<file path="config.mk">
export PLATFORM = sky130hd
export DESIGN_NAME = packet_uart_tx
export DESIGN_NICKNAME = d
export VERILOG_FILES = /design/src/rtl/packet_uart_tx.sv
export SDC_FILE = /design/constraint.sdc
export NUM_CORES = 1
export LEC_CHECK = 0
export CAP_MARGIN = 20
export CORE_MARGIN = 3
export CORE_UTILIZATION = 50
export CTS_BUF_LIST = sky130_fd_sc_hd__clkbuf_16
export DETAILED_ROUTE_END_ITERATION = 16
export MAX_ROUTING_LAYER = met4
export PLACE_DENSITY_LB_ADDON = 0.08
export SKIP_LAST_GASP = 1
export SYNTH_ARGS = -nofsm -noshare
export SYNTH_HDL_FRONTEND = slang
export SYNTH_SLANG_ARGS = --single-unit
</file>
<file path="constraint.sdc">
create_clock -name clk -period 2.21 [get_ports clk]
set_input_delay 0.221 -clock clk [delete_from_list [all_inputs] [get_ports clk]]
set_output_delay 0.221 -clock clk [all_outputs]
set_load 0.02 [all_outputs]
</file>
<file path="src/rtl/packet_uart_tx.sv">
// rtl/packet_uart_tx.sv - frame-atomic 8N1 UART transmitter for the screen packet, MSB byte first.
// Define PACKET_UART_SYNC_EN to prefix every frame with the 0xA5 sync byte.
module packet_uart_tx #(
  parameter int CLK_DIV   = 868,
  parameter int PKT_BYTES = 22
) (
  input  logic                   clk,
  input  logic                   rst,
  input  logic                   print_e,
  input  logic [8*PKT_BYTES-1:0] packet,
  output logic                   TxD,
  output logic                   busy,
  output logic                   overrun,
  output logic [15:0]            frame_cnt
);

`ifdef PACKET_UART_SYNC_EN
  localparam int NBYTES = PKT_BYTES + 1;
`else
  localparam int NBYTES = PKT_BYTES;
`endif
  localparam int BW = 8 * NBYTES;
  localparam int IW = (NBYTES > 1) ? $clog2(NBYTES) : 1;
  localparam logic [IW-1:0] LAST_IDX = IW'(NBYTES - 1);
  localparam logic [15:0]   BAUD_END = 16'(CLK_DIV - 1);

  typedef enum logic [1:0] {S_IDLE, S_START, S_DATA, S_STOP} state_e;

  state_e          state_q, state_d;
  logic            pe_q;
  logic [15:0]     baud_q, baud_d;
  logic [2:0]      bit_q, bit_d;
  logic [IW-1:0]   idx_q, idx_d;
  logic [BW-1:0]   buf_q, buf_d;
  logic            txd_q, txd_d;
  logic            busy_q, busy_d;
  logic            ovr_q, ovr_d;
  logic [15:0]     fcnt_q, fcnt_d;

  logic            rise, bit_end;
  logic [7:0]      cur_byte;
  logic [2:0]      next_bit;
  logic [BW-1:0]   capture;

  assign rise     = print_e & ~pe_q;
  assign bit_end  = (baud_q == BAUD_END);
  assign next_bit = bit_q + 3'd1;
  // The byte on the wire is always the top of the buffer; it shifts up between bytes.
  assign cur_byte = buf_q[BW-1 -: 8];
`ifdef PACKET_UART_SYNC_EN
  assign capture  = {8'hA5, packet};
`else
  assign capture  = packet;
`endif

  always_comb begin
    state_d = state_q;
    baud_d  = baud_q + 16'd1;
    bit_d   = bit_q;
    idx_d   = idx_q;
    buf_d   = buf_q;
    txd_d   = txd_q;
    busy_d  = busy_q;
    ovr_d   = ovr_q | (rise & busy_q);
    fcnt_d  = fcnt_q;
    case (state_q)
      S_IDLE: begin
        baud_d = 16'd0;
        txd_d  = 1'b1;
        if (rise) begin
          buf_d   = capture;
          idx_d   = '0;
          busy_d  = 1'b1;
          txd_d   = 1'b0;
          state_d = S_START;
        end
      end
      S_START: begin
        if (bit_end) begin
          baud_d  = 16'd0;
          bit_d   = 3'd0;
          txd_d   = cur_byte[0];
          state_d = S_DATA;
        end
      end
      S_DATA: begin
        if (bit_end) begin
          baud_d = 16'd0;
          if (bit_q == 3'd7) begin
            txd_d   = 1'b1;
            state_d = S_STOP;
          end else begin
            bit_d = next_bit;
            txd_d = cur_byte[next_bit];
          end
        end
      end
      S_STOP: begin
        if (bit_end) begin
          baud_d = 16'd0;
          if (idx_q != LAST_IDX) begin
            idx_d   = idx_q + 1'b1;
            buf_d   = buf_q << 8;
            txd_d   = 1'b0;
            state_d = S_START;
          end else begin
            busy_d  = 1'b0;
            fcnt_d  = fcnt_q + 16'd1;
            txd_d   = 1'b1;
            state_d = S_IDLE;
          end
        end
      end
      default: state_d = S_IDLE;
    endcase
  end

  always_ff @(posedge clk) begin
    if (rst) begin
      state_q <= S_IDLE;
      pe_q    <= 1'b0;
      baud_q  <= 16'd0;
      bit_q   <= 3'd0;
      idx_q   <= '0;
      buf_q   <= '0;
      txd_q   <= 1'b1;
      busy_q  <= 1'b0;
      ovr_q   <= 1'b0;
      fcnt_q  <= 16'd0;
    end else begin
      state_q <= state_d;
      pe_q    <= print_e;
      baud_q  <= baud_d;
      bit_q   <= bit_d;
      idx_q   <= idx_d;
      buf_q   <= buf_d;
      txd_q   <= txd_d;
      busy_q  <= busy_d;
      ovr_q   <= ovr_d;
      fcnt_q  <= fcnt_d;
    end
  end

  assign TxD       = txd_q;
  assign busy      = busy_q;
  assign overrun   = ovr_q;
  assign frame_cnt = fcnt_q;

endmodule

</file>
---- Word-level counts from Yosys, hierarchy flattened ----
Index checks and enable logic that the tools add are counted.
Widths: inputs -> output; s select.
word-level totals
  memory bits (read-only) ................. 0
  logic and storage cells ................. 78
  register bits after elaboration ......... 222
  bits of input ports ..................... 179
  bits in latches ......................... 0
  memories kept ........................... 0
  memory bits (writable) .................. 0
  output and inout bits ................... 19
cells by class
  $add $sub $neg .......................... 4
  multiply operators ...................... 0
  mux-type cells .......................... 34
  order comparisons ....................... 1
  divide/modulo/power cells ............... 0
  bitwise operators ....................... 5
  equality and inequality tests ........... 14
  shifts and indexed selects .............. 0
  reductions and logical operators ........ 10
operator list
  operator               number
  $mux 176               3
  $pmux 176 s2           1
  $add 16x1->16 const B  2
  $pmux 16 s2            1
  $eq 16x10->1 const B   1
  $mux 16                1
  $ne 2x2->1 const B     8
  $mux 5                 3
  $reduce_and 4->1       3
  $mux 1                 11
  $mux 2                 5
  $pmux 5 s2             1
  $mux 3                 3
  $pmux 2 s4             1
  $pmux 3 s2             1
  $reduce_and 3->1       2
  $add 5x1->5 const B    1
  $ne 5x5->1 const B     1
  $reduce_and 5->1       1
  $eq 2x2->1 const B     2
  $lt 3x4->1 const B     1
  $pmux 1 s4             1
  $reduce_bool 2->1      2
  $add 3x1->3 const B    1
  9 further kinds        11

---- Depth between registers and ports, before layout ----
  depth after elaboration ................. 6
  depth in mapped cells ................... 10
  gate-level depth less buffers ........... 7

---- Worst setup path after synthesis ----
OpenSTA, ideal clock, no wires.
  path type ............................... register to register
  start ................................... register idx_q[1]
  end ..................................... register buf_q[169]
  slack ................................... 0.250 ns
  data required time ...................... 2.130 ns
  cell stages (with the launch flop) ...... 11
  library setup time ...................... 0.080 ns
  data arrival time ....................... 1.880 ns
  buffers on the path ..................... 3
  clock period less this slack ............ 1.960 ns
  cell sequence ........................... dfxtp_1 inv_1 ha_1 and4b_1 clkbuf_1 a211o_1 o21ai_2 buf_4 buf_2 nor2_1 a211oi_2
on the way
  longest elaborated chain between the ends .. 3
RTL lines
  element                            RTL line  RTL
  start: declaration                 33        logic [IW-1:0] idx_q, idx_d;
  start signal: assignment           135       idx_q <= idx_d;
  $ne 5x5->1                         101       if (idx_q != LAST_IDX) begin
  $ne 2x2->1 (no source line)        n/a
  $reduce_and 4->1 (no source line)  n/a
  end signal: assignment             136       buf_q <= buf_d;
  end: declaration                   34        logic [BW-1:0] buf_q, buf_d;
Every way passes these cells.
A chain may end at the register's enable or synchronous reset.

---- Worst setup path after layout ----
  start ................................... register idx_q[1]
  end ..................................... register buf_q[33]
The elaborated chain is that of the path after synthesis.

==> out/results.ini <==
[routing]
wirelength_um=23600
viasPerCell=5.30
drtPass1Iterations=4
initialDrtViolationCount=332
num_vias=7971
postRouteAntennaNets=0
remaining_drc_errors=0
wl_per_cell_um=15.7

[critical_path]
rr_worst_depth=9
ff2ff_setup_slack_ps=100
worstPathRequired_ps=2610
reg2reg_from=idx_q[1]
crit_end=buf_q[33]
crit_start=idx_q[1]
worstPathCellList=inv_1 > ha_1 > and4b_1 > a211o_1 > o21ai_4 > buf_12 > buf_12 > nor2_1 > a211oi_1
cp_num_cells=9
worstPathArrival_ps=2520
critPathTopFamily=compound AO/OA/AOI/OAI gates
start_kind=flop
reg2reg_to=buf_q[33]
cp_num_buf_inv=3
max_stage_delay_ps=370
critPathKind=reg -> reg
critPathSlowestCell=dfxtp_1
cp-end-kind=flop
path_max_fanout=32
crit_top_cell=buf_12

[synthesis]
yosysTopAreaCell=dfxtp_1
ys_warn_count=0
synth_top_area_share_pct=44.6
ys_seq_area_share_pct=44.6
syn_area_um2=9970
synth_area_leaders=dfxtp_1, mux2i_1, a211oi_1, nor2_1, clkbuf_1
ys_seq_elements=222
synth_nets=1241
ys_types=40
synth_cells=1051
syn-mean-instance-area_um2=9.49

[placement]
dp_hpwl_um=16000
dpl.cell_count=1459
place_congestion=0.801
numPortBuffers=197

[sta]
slew_headroom_pct=30.4
fin_skew_ps=8.31
grt_setup_unrepaired=true
max_freq_ghz=0.473
hold_viol=0
whs_ps=134
min_period_ps=2110
setup_viol=0
worstMarginPinSlew_ps=1040
fin_crit_sh_pct=95.7
drv_slew=0

[grt]
grt.overflow.total=0
grt_pass1_vias=7676
grt_pass1_wl_um=38000
grt_max_degree=123
grt_use_total_pct=21.4
antenna_found_initial=0

[pwr]
vdd_drop_max_v=0.000712
p_switching_w=0.00386
pwr-share-seq_pct=43.2
p_int_w=0.00867
swShare_pct=30.8
power_frac_comb_pct=28.3
power_density_nw_per_um2=959
clkPwrFrac_pct=28.5
power_leakage_nw=4.38

[die]
fp.dieH_um=147
ioPinCount=198
die-area_um2=21700
core_um2=19500
rows=51
start_util_pct=51.1
dieWidth_um=147

[cells_and_area]
syn2layout_area_growth_pct=31.0
drive_gt1_share_pct=7.27
multi_input_area_um2=5130
final_cells=1503
fill_cells=1681
seqCellArea_um2=4450
fin_nets=1412
n_antenna_cell=0

[clock_tree]
cts_buffers=24
cts_tree=yes
clock_sinks=222
clk_pin_slew_ps=60
cts_buffer_depth=3
cts-root-buf=clkbuf_16
clk_latency_ps=500
cts_max_level=1

[status]
outcome=completed

[run]
max_cap_violations=0

[hold_path]
min_path_type=in -> reg

==> Yosys cell counts (all sizes together) <==
library cell  count
a2111oi           1
a211o             2
a211oi          170
a21oi            24
and2              4
and3              5
and4              4
and4b             1
buf              42
clkbuf           44
dfxtp           222
ha               11
inv               9
mux2              2
mux2i           168
mux4              2
nand2            23
nand2b            2
nand3            32
nand4            10
nor2            205
nor2b             6
nor3              5
nor3b             1
nor4             10
nor4b             1
o21a              1
o21ai             8
o21bai            1
o31ai             3
or3               4
or4               1
xnor2            12
xor2             15
==> kinds of logic (layout without fill, tap and decap cells) <==
logic type / after synthesis / after routing / share of synthesized area [%]
multiplexers: 172 / 172 / 17.5
flip-flops: 222 / 222 / 44.6
AO/OA/AOI/OAI: 210 / 210 / 15.6
adder cells (fa/ha/maj): 11 / 11 / 1.38
AND/OR/NAND/NOR: 314 / 314 / 14.0
buffers and inverters: 95 / 282 / 4.57
XOR/XNOR: 27 / 27 / 2.37
==> sequential cells by signal, indices dropped and copies added, names as in the netlist <==
register and flops:
buf_q 176, baud_q 16, frame_cnt 16, idx_q 5
bit_q 3, state_q 2, TxD 1, busy 1
overrun 1, pe_q 1
==> metal layers <==
metal | vias up | track usage, % | share of wire, %
li1 | 4162 | - | -
met1 | 3632 | 28.0 | 46
met2 | 146 | 35.5 | 49
met3 | 31 | 2.81 | 3.2
met4 | 0 | 4.85 | 1.9
met5 | - | - | 0
==> worst reg2reg max path, stage by stage (launching register included) <==
cell and delay [ps]:
dfxtp_1 370, inv_1 70, ha_1 190, and4b_1 190, a211o_1 310, o21ai_4 200, buf_12 210, buf_12 190
nor2_1 70, a211oi_1 220
==> cell usage in the layout (no fill, tap or decap), drive strengths merged <==
cell / instances
clkbuf: 26
a2111oi: 1
xnor2: 12
nand2: 23
mux2: 2
buf: 34
ha: 11
o21a: 1
nor4b: 1
dfxtp: 222
mux4: 2
and4: 4
inv: 18
nor2: 205
or4: 1
a211oi: 170
o21bai: 1
and4b: 1
nand4: 10
and2: 4
nor4: 10
o31ai: 3
nor3b: 1
o21ai: 8
a211o: 2
mux2i: 168
clkinv: 8
clkdlybuf4s50: 196
or3: 4
and3: 5
nor2b: 6
a21oi: 24
nor3: 5
nand2b: 2
nand3: 32
xor2: 15
==> metrics by stage <==
| step | utilization [%] | power (W) | setup TNS (ps) | worst slack (ps) | area [um2] |
|---|---|---|---|---|---|
| after floorplan | - | 0.00787 | 0 | 250 | 9970 |
| after global placement | 62.9 | 0.00883 | 0 | 57.2 | 12300 |
| after detailed placement | 62.9 | 0.00894 | 0 | 22.9 | 12300 |
| after CTS | 66.4 | 0.0126 | 0 | 31.8 | 13000 |
| after global routing | 66.9 | 0.0133 | -75.4 | -12.4 | 13100 |
| final | 66.9 | 0.0125 | 0 | 95.4 | 13100 |
==> power groups by stage <==
stage | sequential [W] | clock (W) | combinational, W
after global placement | 0.00547 | 0 | 0.00336
after detailed placement | 0.00550 | 0 | 0.00344
after global routing | 0.00553 | 0.00383 | 0.00394
after CTS | 0.00542 | 0.00368 | 0.00346
after floorplan | 0.00537 | 0 | 0.00250
final | 0.00541 | 0.00357 | 0.00355
==> area by class of cell <==
type | instances | area share (%)
multi-input combinational | 734 | 39.2
sequential | 222 | 34.0
timing repair buffer | 231 | 18.6
clock buffer | 25 | 4.79
tap | 265 | 2.54
clock inverter | 17 | 0.536
inverter | 9 | 0.259
==> worst min-delay path by stage <==
stage | startpoint | to | cells past startpoint
global placement | bit_q[1] | bit_q[1] | 2
CTS | rst | frame_cnt[9] | 2
detailed placement | bit_q[2] | bit_q[2] | 2
global route | rst | frame_cnt[9] | 2
finish | rst | frame_cnt[13] | 2
floorplan | print_e | pe_q | 1
==> what timing repair did <==
| item | CTS | global route |
|---|---|---|
| buffers inserted | 0 | 1 |
| hold buffers | 0 | 0 |
| endpoints found under the setup margin | 0 | 106 |
| gates resized for setup | 0 | 13 |
(Power assumes the default switching activity.)
